==> config.mk <==
export PLATFORM = sky130hd
export DESIGN_NAME = cpu_bus_fabric
export DESIGN_NICKNAME = d
export VERILOG_FILES = /design/src/rtl/cpu_bus_fabric.sv
export SDC_FILE = /design/constraint.sdc
export NUM_CORES = 1
export LEC_CHECK = 0
export ABC_AREA = 1
export CELL_PAD_IN_SITES_DETAIL_PLACEMENT = 2
export CELL_PAD_IN_SITES_GLOBAL_PLACEMENT = 2
export CORE_MARGIN = 4
export CORE_UTILIZATION = 19
export CTS_CLUSTER_SIZE = 10
export DETAILED_ROUTE_END_ITERATION = 6
export GPL_TIMING_DRIVEN = 0
export PLACE_DENSITY_LB_ADDON = 0.1
export SETUP_SLACK_MARGIN = 0.4
export SYNTH_ARGS = -nofsm -noshare
export SYNTH_HDL_FRONTEND = slang
export SYNTH_SLANG_ARGS = --single-unit
==> constraint.sdc <==
create_clock -name clk -period 6 [get_ports clk]
set_clock_uncertainty 0.1 [all_clocks]
set_input_delay 0.9 -clock clk [delete_from_list [all_inputs] [get_ports clk]]
set_output_delay 0.9 -clock clk [all_outputs]
set_load 0.02 [all_outputs]
==> src/rtl/cpu_bus_fabric.sv <==
// cpu_bus_fabric: single-master CPU bus fabric.
// It latches one request, decodes cpu_addr[31:24] against per-slave prefixes,
// and selects at most one slave. It returns exactly one cpu_ready strobe per
// accepted request. Unmapped addresses produce a zero response and a bus_err
// pulse. force_trap short-circuits the access with a zero response.
// Optional feature: define BUS_TIMEOUT_EN to bound the time spent waiting in
// ACCESS to TIMEOUT_CYCLES cycles. A timeout is reported like an unmapped
// access.
module cpu_bus_fabric #(
    parameter int                        NUM_SLAVES     = 8,
    parameter logic [8*NUM_SLAVES-1:0]   SLAVE_PREFIX   = 64'h0706050403020100,
    parameter int                        TIMEOUT_CYCLES = 255
) (
    input  logic                         clk,
    input  logic                         rst,
    input  logic                         cpu_valid,
    input  logic [31:0]                  cpu_addr,
    input  logic [31:0]                  cpu_wdata,
    input  logic [3:0]                   cpu_wstrb,
    input  logic                         force_trap,
    output logic                         cpu_ready,
    output logic [31:0]                  cpu_rdata,
    output logic [NUM_SLAVES-1:0]        slv_cs,
    output logic [31:0]                  slv_addr,
    output logic [31:0]                  slv_wdata,
    output logic [3:0]                   slv_wstrb,
    input  logic [32*NUM_SLAVES-1:0]     slv_rdata,
    input  logic [NUM_SLAVES-1:0]        slv_ready,
    output logic                         bus_err,
    output logic [31:0]                  err_addr
);

    localparam int SEL_W = (NUM_SLAVES > 1) ? $clog2(NUM_SLAVES) : 1;

    // Elaboration-time guards on the legal parameter ranges.
    if (NUM_SLAVES < 2 || NUM_SLAVES > 16) begin : g_bad_num_slaves
        $error("cpu_bus_fabric: NUM_SLAVES must be within 2..16");
    end
    if (TIMEOUT_CYCLES < 1 || TIMEOUT_CYCLES > 65535) begin : g_bad_timeout
        $error("cpu_bus_fabric: TIMEOUT_CYCLES must be within 1..65535");
    end

    typedef enum logic [1:0] {
        ST_IDLE   = 2'd0,
        ST_ACCESS = 2'd1,
        ST_RESP   = 2'd2
    } state_e;

    state_e             state_q, state_d;
    logic [SEL_W-1:0]   sel_q, sel_d;
    logic [31:0]        addr_q, addr_d;
    logic [31:0]        wdata_q, wdata_d;
    logic [3:0]         wstrb_q, wstrb_d;
    logic [31:0]        rdata_q, rdata_d;
    logic               bus_err_q, bus_err_d;
    logic [31:0]        err_addr_q, err_addr_d;

    logic               hit;
    logic [SEL_W-1:0]   hit_idx;
    logic               sel_ready;
    logic [31:0]        sel_rdata;

`ifdef BUS_TIMEOUT_EN
    localparam logic [15:0] TMO_LAST = 16'(TIMEOUT_CYCLES - 1);
    logic [15:0]        tmo_cnt_q, tmo_cnt_d;
`endif

    // Prefix decode: scanning downward lets the lowest matching index win.
    always_comb begin
        hit     = 1'b0;
        hit_idx = '0;
        for (int i = NUM_SLAVES - 1; i >= 0; i--) begin
            if (cpu_addr[31:24] == SLAVE_PREFIX[8*i +: 8]) begin
                hit     = 1'b1;
                hit_idx = SEL_W'(i);
            end
        end
    end

    assign sel_ready = slv_ready[sel_q];
    assign sel_rdata = slv_rdata[32*sel_q +: 32];

    // Next-state and register-update logic for the IDLE/ACCESS/RESP machine.
    always_comb begin
        // NOTE: every signal gets a default first so no path can infer a latch.
        state_d    = state_q;
        sel_d      = sel_q;
        addr_d     = addr_q;
        wdata_d    = wdata_q;
        wstrb_d    = wstrb_q;
        rdata_d    = rdata_q;
        bus_err_d  = 1'b0;
        err_addr_d = err_addr_q;
`ifdef BUS_TIMEOUT_EN
        tmo_cnt_d  = tmo_cnt_q;
`endif
        unique case (state_q)
            ST_IDLE: begin
                // cpu_ready is low here by construction, so no decode can
                // start in the cycle the previous response is strobed.
                if (cpu_valid && !cpu_ready) begin
                    addr_d  = cpu_addr;
                    wdata_d = cpu_wdata;
                    wstrb_d = cpu_wstrb;
                    if (force_trap) begin
                        rdata_d = 32'h0000_0000;
                        state_d = ST_RESP;
                    end else if (hit) begin
                        sel_d   = hit_idx;
                        state_d = ST_ACCESS;
`ifdef BUS_TIMEOUT_EN
                        tmo_cnt_d = 16'd0;
`endif
                    end else begin
                        rdata_d    = 32'h0000_0000;
                        bus_err_d  = 1'b1;
                        err_addr_d = cpu_addr;
                        state_d    = ST_RESP;
                    end
                end
            end
            ST_ACCESS: begin
                // A ready in the same cycle as the timeout wins.
                if (sel_ready) begin
                    rdata_d = sel_rdata;
                    state_d = ST_RESP;
                end
`ifdef BUS_TIMEOUT_EN
                else if (tmo_cnt_q == TMO_LAST) begin
                    rdata_d    = 32'h0000_0000;
                    bus_err_d  = 1'b1;
                    err_addr_d = addr_q;
                    state_d    = ST_RESP;
                end else begin
                    tmo_cnt_d = tmo_cnt_q + 16'd1;
                end
`endif
            end
            ST_RESP: begin
                state_d = ST_IDLE;
            end
            default: begin
                state_d = ST_IDLE;
            end
        endcase
    end

    // State and datapath registers, cleared asynchronously by rst.
    always_ff @(posedge clk or posedge rst) begin
        if (rst) begin
            state_q    <= ST_IDLE;
            sel_q      <= '0;
            addr_q     <= '0;
            wdata_q    <= '0;
            wstrb_q    <= '0;
            rdata_q    <= '0;
            bus_err_q  <= 1'b0;
            err_addr_q <= '0;
`ifdef BUS_TIMEOUT_EN
            tmo_cnt_q  <= '0;
`endif
        end else begin
            // NOTE: non-blocking assignments keep every register sampling pre-edge values.
            state_q    <= state_d;
            sel_q      <= sel_d;
            addr_q     <= addr_d;
            wdata_q    <= wdata_d;
            wstrb_q    <= wstrb_d;
            rdata_q    <= rdata_d;
            bus_err_q  <= bus_err_d;
            err_addr_q <= err_addr_d;
`ifdef BUS_TIMEOUT_EN
            tmo_cnt_q  <= tmo_cnt_d;
`endif
        end
    end

    // Chip select is derived from the state, so reset removes it immediately.
    always_comb begin
        slv_cs = '0;
        if (state_q == ST_ACCESS) begin
            slv_cs[sel_q] = 1'b1;
        end
    end

    assign cpu_ready = (state_q == ST_RESP);
    assign cpu_rdata = rdata_q;
    assign bus_err   = bus_err_q;
    assign err_addr  = err_addr_q;
    assign slv_addr  = addr_q;
    assign slv_wdata = wdata_q;
    assign slv_wstrb = wstrb_q;

endmodule

==> metrics.yaml, run 1 <==
outcome: "completed"
synth-xor-area-share_pct: 0
synth-edff-count: 0
final_antenna_net_count: 0
cp_cell_sequence: "buf_4, inv_2, buf_6, buf_2, buf_4, nand2_1, nor2_1, clkdlybuf4s50_1"
wl_per_cell_um: 21.7
leakage_nw: 6.15
synth-seq-cells: 138
layout_setup_ws_ns: 2.35
fp.dieArea_um2: 44500
grt_pass1_wl_um: 65400
dp_worst_setup_slack_ns: 2.77
cpMostUsedCell: "buf_4"
path_class: "reg2out"
r2r_cells: 10
path_buf_inv: 6
num-fill-cells: 4676
cpLargestDelayFamily: "buffers and inverters"
cp_max_fo: 10
start_util_pct: 19.2
finalCriticalPeriod_ns: 3.65
layout_commonest_cell: "clkdlybuf4s50_1"
fmax_ghz: 0.274
crit_cells: 8
synth_ff_type: "dfrtp_1"
synthesis.area_um2: 7830
drcViolationCount: 0
rows: 74
holdBufCountCts: 0
core_area_um2: 40700
drt-pass1-iter-count: 4
cts-htree-levels: 4
ys_seq_area_share_pct: 44.1
clkSlewWorstSetupHoldPaths_ns: 0.07
drive_gt1_share_pct: 11.9
slew_viol_final: 0
yosys.area_share.adder_pct: 0
clkLatencyLatePin_ns: 0.43
ioPinCount: 478
timing.hold.ws_ns: 0.374
grt_pass1_vias: 10100
dp_hpwl_um: 37400
post_cts_resized: 0
post_drt_via_cell_ratio: 4.37
antenna_found_initial: 14
period_share_pct: 60.8
layout_common_cells: "477 x clkdlybuf4s50_1, 213 x nor2_1, 209 x nand2_1"
worst_pin_slew_ns: 0.782
holdPathStages: 2
final_nets: 1858
synth_top_family_by_area: "simple AND/OR/NAND/NOR gates"
num_vias: 9070
crit_path_end_kind: "primary output"
critical_path_arrival_ns: 2.65
synth_compound_area_share_pct: 14.8
place_congestion: 0.826
area_growth_pct: 77.5
synth-simple-area-share_pct: 29.2
grt_use_total_pct: 19.7
synth_nets: 1361
setup_violations: 0
yosys_warnings: 0
clockBufferDepth: 2
die_h_um: 211
syn_inst: 1025
cts_made_buffers: 17
vdd_drop_max_uv: 167
min_path_type: "reg2reg"
grt_setup_unrepaired: "false"
relSlewSlack_pct: 47.9
start_kind: "register"
clock_sinks: 138
port_buffers: 477
grt_max_degree: 72
cts_tree: "done"
slowest_delay_ns: 0.61
avgSynthCellArea_um2: 7.64
die_w_um: 211
root_buffer: "clkbuf_16"
synthMuxAreaShare_pct: 5.47
routed_wirelength_um: 45100
async_flop_share_pct: 100
drt_iter0_drc: 256
synth_cell_types: 28
hold_violations: 0
cap_violations: 0
grt_overflow: 0
power_density_nw_per_um2: 218
slowest_stage: "clkdlybuf4s50_1"
required_ns: 5.00
post_cts_buffers: 0
==> registers in the layout, summed over array words and instances, names as in the netlist <==
name	flops
bus_err	1
err_addr	32
state_q	2
slv_addr	32
cpu_rdata	32
slv_wstrb	4
slv_wdata	32
sel_q	3
==> synthesized netlist by cell type (9+ instances only) <==
cell type / number / share of area, %
nand2_1: 209 / 10
nor2_1: 213 / 10
o21ai_1: 9 / 0.58
nand3_1: 36 / 2.3
clkbuf_1: 28 / 1.3
inv_1: 42 / 2.0
dfrtp_1: 138 / 44
buf_1: 9 / 0.43
o211ai_1: 64 / 6.1
o21ai_0: 121 / 7.7
buf_2: 23 / 1.5
or2_2: 65 / 5.2
mux2_2: 38 / 5.5
==> power by group <==
group	internal (mW)	total [mW]	switching (mW)
clock	0.553	1.05	0.494
combinational	0.481	0.876	0.395
sequential	1.04	1.10	0.0587
total	2.08	3.02	0.948
==> layout make-up <==
cell class              instances  area, um^2  area share [%]
flip-flops and latches        138        3450            24.9
diodes                          8        20.0           0.144
multi-input cells             773        3870            27.9
repair buffers                478        4800            34.6
clock buffers                  17         425            3.06
plain buffers                  70         337            2.42
inverters                      44         170            1.22
well taps                     532         666            4.79
clock inverters                15         149            1.07
==> final timing paths <==
kind                                  to  slack, ns          start
min in group asynchronous   slv_wdata[6]       0.86            rst
max reg2reg                cpu_rdata[11]       3.68       sel_q[1]
min reg2reg                cpu_rdata[22]       0.37  cpu_rdata[22]
max                            slv_cs[2]       2.35       sel_q[0]
max in group asynchronous    err_addr[0]       4.11            rst
min                        cpu_rdata[22]       0.37  cpu_rdata[22]
==> per-layer routing <==
layer,up-vias,track usage (%),wire (um)
li1,4351,-,-
met1,4398,23.3,18500
met2,259,35.2,22900
met3,48,5.61,2850
met4,14,5.25,813
met5,-,0,79
==> worst min-delay path, cell delays in order (launching register included) <==
cell and delay, ns:
dfrtp_1 0.34, nand2_1 0.05, nand2_1 0.05
==> logic make-up (layout without fill, tap and decap cells) <==
family                 after synthesis  count (layout)
other                                0               8
flip-flops                         138             138
buffers and inverters              114             624
AO/OA/AOI/OAI                      198             198
multiplexers                        38              38
AND/OR/NAND/NOR                    537             537
==> metrics by stage <==
| step | total power [mW] | instance area [um^2] | setup TNS, ns | util, % | cells |
|---|---|---|---|---|---|
| 6_report | 3.02 | 13900 | 0 | 34.1 | 2075 |
| 5_1_grt | 3.18 | 13900 | 0 | 34.1 | 2074 |
| 4_1_cts | 3.09 | 13900 | 0 | 34.1 | 2067 |
| 3_5_place_dp | 2.01 | 13300 | 0 | 32.6 | 2035 |
| 3_3_place_gp | 1.99 | 13300 | -167.73 | 32.6 | 2034 |
| 2_1_floorplan | 1.45 | 7830 | 0 | - | 1025 |
(Power assumes the default switching activity.)
==> run 2, diff against run 1 <==
==> constraint.sdc (replaced) <==
create_clock -name clk -period 3.8 [get_ports clk]
set_clock_uncertainty 0.1 [all_clocks]
set_input_delay 0.57 -clock clk [delete_from_list [all_inputs] [get_ports clk]]
set_output_delay 0.57 -clock clk [all_outputs]
set_load 0.02 [all_outputs]
==> metrics.yaml, run 2 (synthesis results as in run 1) <==
dp_hpwl_um: 37700  # +0.81%
place_congestion: 0.872  # +5.6%
cp_max_fo: 10  # unchanged
grt_use_total_pct: 19.8  # +0.070 points
power_density_nw_per_um2: 342  # +57%
cap_violations: 0  # unchanged
reg2reg_to: "cpu_rdata[9]"
setup.worst_path.start: "sel_q[1]"
num-fill-cells: 4686  # +0.21%
slew_viol_final: 0  # unchanged
holdBufCountCts: 0  # unchanged
layout_commonest_cell: "clkdlybuf4s50_1"
grt_pass1_vias: 10200  # +0.33%
setup_violations: 0  # unchanged
start_kind: "register"
period_share_pct: 84.9
wl_per_cell_um: 21.8  # about the same
grt_overflow: 0  # unchanged
die_w_um: 211  # unchanged
grt_setup_unrepaired: "false"
drt_iter0_drc: 287  # +12%
setup_tns_ns: 0  # unchanged
clkLatencyLatePin_ns: 0.44  # about the same
r2r-start: "sel_q[0]"
drcViolationCount: 0  # unchanged
start_util_pct: 19.2  # unchanged
hold_violations: 0  # unchanged
critical_path_arrival_ns: 2.55  # -0.10 ns
clock_sinks: 138  # unchanged
num_vias: 9162  # +1.0%
drt-pass1-iter-count: 4  # unchanged
fp.dieArea_um2: 44500  # unchanged
path_class: "reg2out"
outcome: "completed"
endpoint: "slv_cs[1]"
final_antenna_net_count: 0  # unchanged
clockBufferDepth: 2  # unchanged
leakage_nw: 6.24  # +1.5%
cts-htree-levels: 4  # unchanged
met1Wirelength_um: 18400  # -0.14%
drive_gt1_share_pct: 12.2  # +0.24 points
area_growth_pct: 78.2
timing.hold.ws_ns: 0.372  # -0.00238 ns
vdd_drop_max_uv: 281  # +68%
cts_made_buffers: 17  # unchanged
grt_max_degree: 38  # -47%
crit_path_end_kind: "primary output"
finalCriticalPeriod_ns: 3.22
fmax_ghz: 0.310
core_area_um2: 40700  # unchanged
grt_pass1_wl_um: 65800  # +0.51%
antenna_found_initial: 17  # +3
root_buffer: "clkbuf_16"
fin_util_pct: 34.2  # +0.13 points
dr_wl_met2_um: 22700  # -0.69%
layout_common_cells: "473 x clkdlybuf4s50_1, 213 x nor2_1, 209 x nand2_1"
r2r_setup_slack_ns: 1.48  # -2.20 ns
met3WireLength_um: 3160  # +11%
required_ns: 3.13  # -1.87 ns
ioPinCount: 478  # unchanged
port_buffers: 477  # unchanged
relSlewSlack_pct: 51.7  # +3.9 points
final_nets: 1861  # +0.16%
worst_pin_slew_ns: 0.724  # -0.0581 ns
min_path_type: "reg2reg"
highest_layer: "met5"
cts_tree: "done"
routed_wirelength_um: 45200  # +0.19%
r2r_cells: 10  # unchanged
clkSlewWorstSetupHoldPaths_ns: 0.07  # about the same
rows: 74  # unchanged
die_h_um: 211  # unchanged
post_cts_buffers: 0  # unchanged
post_drt_via_cell_ratio: 4.41  # +0.92%
==> run 2: critical path, cell delays in order, from the launching register on <==
cell and delay, ns:
dfrtp_1 0.36, buf_2 0.17, nor2_2 0.39, buf_2 0.35
inv_1 0.12, nor2_1 0.12, clkdlybuf4s50_1 0.61
==> run 2: repair_timing <==
item                                    CTS  global route
gates resized for setup                   3             3
endpoints found under the setup margin    2             3
pin swaps                                 0             0
==> run 2: area by class of cell <==
type,instances,area (um^2),share of cell area [%]
flip-flops and latches,138,3450,24.8
inverters,44,169,1.21
diodes,7,17.5,0.126
multi-input cells,773,3870,27.8
well taps,532,666,4.77
repair buffers,481,4860,34.9
clock buffers,18,439,3.15
clock inverters,14,128,0.915
plain buffers,70,340,2.44
==> run 2: layer usage <==
metal | track usage, % | vias up
met5 | 0 | -
met4 | 5.16 | 20
met3 | 6.68 | 58
met2 | 35.1 | 270
met1 | 23.0 | 4467
li1 | - | 4347
==> run 2: worst min-delay path by stage <==
stage	start	end	slack [ns]	cells after the start
finish	cpu_rdata[22]	cpu_rdata[22]	0.37	2
detailed placement	cpu_rdata[22]	cpu_rdata[22]	0.36	2
CTS	cpu_rdata[22]	cpu_rdata[22]	0.37	2
global placement	cpu_rdata[5]	cpu_rdata[5]	0.36	2
floorplan	sel_q[2]	sel_q[2]	0.45	2
global route	cpu_rdata[16]	cpu_rdata[16]	0.39	2
==> run 2: stage by stage <==
stage,total power [mW],cell area (um^2),setup WS (ns),std cells
after global placement,3.13,13300,-0.150,2034
final,4.76,13900,0.576,2077
after detailed placement,3.18,13400,0.839,2038
after CTS,4.87,13900,0.471,2070
after global routing,5.02,13900,0.439,2077
after floorplan,2.29,7830,1.41,1025
==> run 2: where the power goes <==
group / switching (mW) / total (mW) / internal [mW]
Clock: 0.758 / 1.64 / 0.882
Sequential: 0.0930 / 1.74 / 1.64
Combinational: 0.623 / 1.39 / 0.764
==> run 3, diff against run 2 <==
--- a/config.mk
+++ b/config.mk
@@ -9,7 +9,7 @@
 export CELL_PAD_IN_SITES_DETAIL_PLACEMENT = 2
 export CELL_PAD_IN_SITES_GLOBAL_PLACEMENT = 2
 export CORE_MARGIN = 4
-export CORE_UTILIZATION = 19
+export CORE_UTILIZATION = 17
 export CTS_CLUSTER_SIZE = 10
 export DETAILED_ROUTE_END_ITERATION = 6
 export GPL_TIMING_DRIVEN = 0
==> constraint.sdc (replaced) <==
create_clock -name clk -period 2.8 [get_ports clk]
set_clock_uncertainty 0.1 [all_clocks]
set_input_delay 0.42 -clock clk [delete_from_list [all_inputs] [get_ports clk]]
set_output_delay 0.42 -clock clk [all_outputs]
set_load 0.02 [all_outputs]
==> metrics.yaml, run 3 (synthesis results as in run 1) <==
outcome: "completed"
final_antenna_net_count: 0  # unchanged
num-fill-cells: 5245  # +12%
reg2reg_to: "cpu_rdata[15]"
layout_setup_ws_ns: 0.493  # -0.0829 ns
core_area_um2: 45500  # +12%
root_buffer: "clkbuf_16"
r2r_setup_slack_ns: 0.57  # -0.91 ns
crit_path_end_kind: "primary output"
antenna_found_initial: 13  # -4
drt_iter0_drc: 278  # -3.1%
layout_common_cells: "469 x clkdlybuf4s50_1, 209 x nor2_1, 206 x nand2_1"
drt-pass1-iter-count: 4  # unchanged
ioPinCount: 478  # unchanged
grt_pass1_wl_um: 68600  # +4.4%
start_util_pct: 17.2  # -2.0 points
power_density_nw_per_um2: 454  # +33%
period_share_pct: 82.4
leakage_nw: 6.28  # +0.60%
placed_cell_area_um2: 13400  # +0.64%
finalCriticalPeriod_ns: 2.31
grt_overflow: 0  # unchanged
setup_tns_ns: 0  # unchanged
cts_tree: "done"
slowest_stage: "dfrtp_2"
fmax_ghz: 0.433
final_nets: 1868  # +0.38%
dp_worst_setup_slack_ns: -0.0510  # -0.890 ns
grt_pass1_vias: 10200  # +0.28%
cp_max_fo: 10  # unchanged
clockBufferDepth: 2  # unchanged
cp_cell_sequence: "inv_2, nand2_4, buf_4, nor2_1, clkdlybuf4s15_2"
min_path_type: "in2async"
routed_wirelength_um: 46900  # +3.7%
r2r_cells: 10  # unchanged
final_cell_area_um2: 14200  # +1.5%
grt_use_total_pct: 18.6  # -1.2 points
fin_util_pct: 31.1  # -3.1 points
place_congestion: 0.773  # -11%
relSlewSlack_pct: 52.6  # +0.83 points
setup_violations: 0  # unchanged
rows: 78  # +5.4%
drcViolationCount: 0  # unchanged
cts_made_buffers: 17  # unchanged
layout_commonest_cell: "clkdlybuf4s50_1"
worst_pin_slew_ns: 0.712  # -0.0125 ns
die_h_um: 223  # +5.5%
r2r-start: "sel_q[0]"
cap_violations: 0  # unchanged
num_vias: 9120  # -0.46%
fp.dieArea_um2: 49500  # +11%
critical_path_arrival_ns: 1.79  # -0.76 ns
slew_viol_final: 0  # unchanged
dp_hpwl_um: 38700  # +2.8%
clock_sinks: 138  # unchanged
hold_violations: 0  # unchanged
drive_gt1_share_pct: 14.0  # +1.8 points
clkLatencyLatePin_ns: 0.44  # about the same
port_buffers: 477  # unchanged
clkSlewWorstSetupHoldPaths_ns: 0.07  # about the same
cts-htree-levels: 4  # unchanged
regArea_um2: 3450  # about the same
grt_setup_unrepaired: "true"
multi_input_area_um2: 3910  # +0.97%
vdd_drop_max_uv: 257  # -8.6%
post_drt_via_cell_ratio: 4.24  # -3.8%
path_class: "reg2out"
grt_max_degree: 37  # -2.6%
required_ns: 2.28  # -0.85 ns
area_growth_pct: 80.9
start_kind: "register"
slowest_delay_ns: 0.46  # -0.15 ns
finalPower_mw: 6.43  # +35%
wl_per_cell_um: 21.8  # +0.16%
die_w_um: 223  # +5.5%
## run 3: worst max path at each step
stage,startpoint,to,slack (ns)
detailed placement,sel_q[0],slv_cs[4],-0.05
CTS,sel_q[1],slv_cs[1],0.40
finish,sel_q[2],slv_cs[3],0.49
floorplan,rst,bus_err,0.56
global placement,rst,slv_addr[2],-1.09
global route,sel_q[2],slv_cs[5],0.37
## run 3: area by class of cell
class / count / area share, %
flip-flops and latches: 138 / 24.4
well taps: 600 / 5.30
clock inverters: 12 / 0.822
plain buffers: 70 / 2.90
diodes: 6 / 0.106
multi-input cells: 773 / 27.6
clock buffers: 19 / 3.06
inverters: 44 / 1.23
repair buffers: 488 / 34.6
## run 3: per-stage QoR
stage / hold slack (ns) / cells
final: 0.279 / 2150
after detailed placement: 0.363 / 2106
after global routing: 0.328 / 2149
after floorplan: 0.430 / 1025
after global placement: 0.355 / 2102
after CTS: 0.275 / 2140
## run 3: critical path: cells and delay by family, from the launching register on
family	cells	cell delay [ns]
buffers and inverters	3	0.62
DFF	1	0.46
and+or+nand+nor	2	0.25
## run 3: metal layers
layer  part of all wire [%]  up-vias  global-route usage [%]
li1                       -     4363                       -
met1                     43     4443                    22.4
met2                     49      260                    32.0
met3                    7.2       40                    6.70
met4                    1.2       14                    3.94
met5                   0.17        -                       0
## run 3: repair_timing
| action | in CTS | in global routing |
|---|---|---|
| pin swaps | 2 | 0 |
| hold buffers | 0 | 0 |
| gates resized for setup | 59 | 21 |
| buffers inserted | 3 | 4 |
| endpoints found under the setup margin | 8 | 50 |
## run 3: power breakdown
group          internal (mW)  switching [mW]
Clock                   1.23           0.962
Combinational           1.04           0.847
Sequential              2.23           0.123
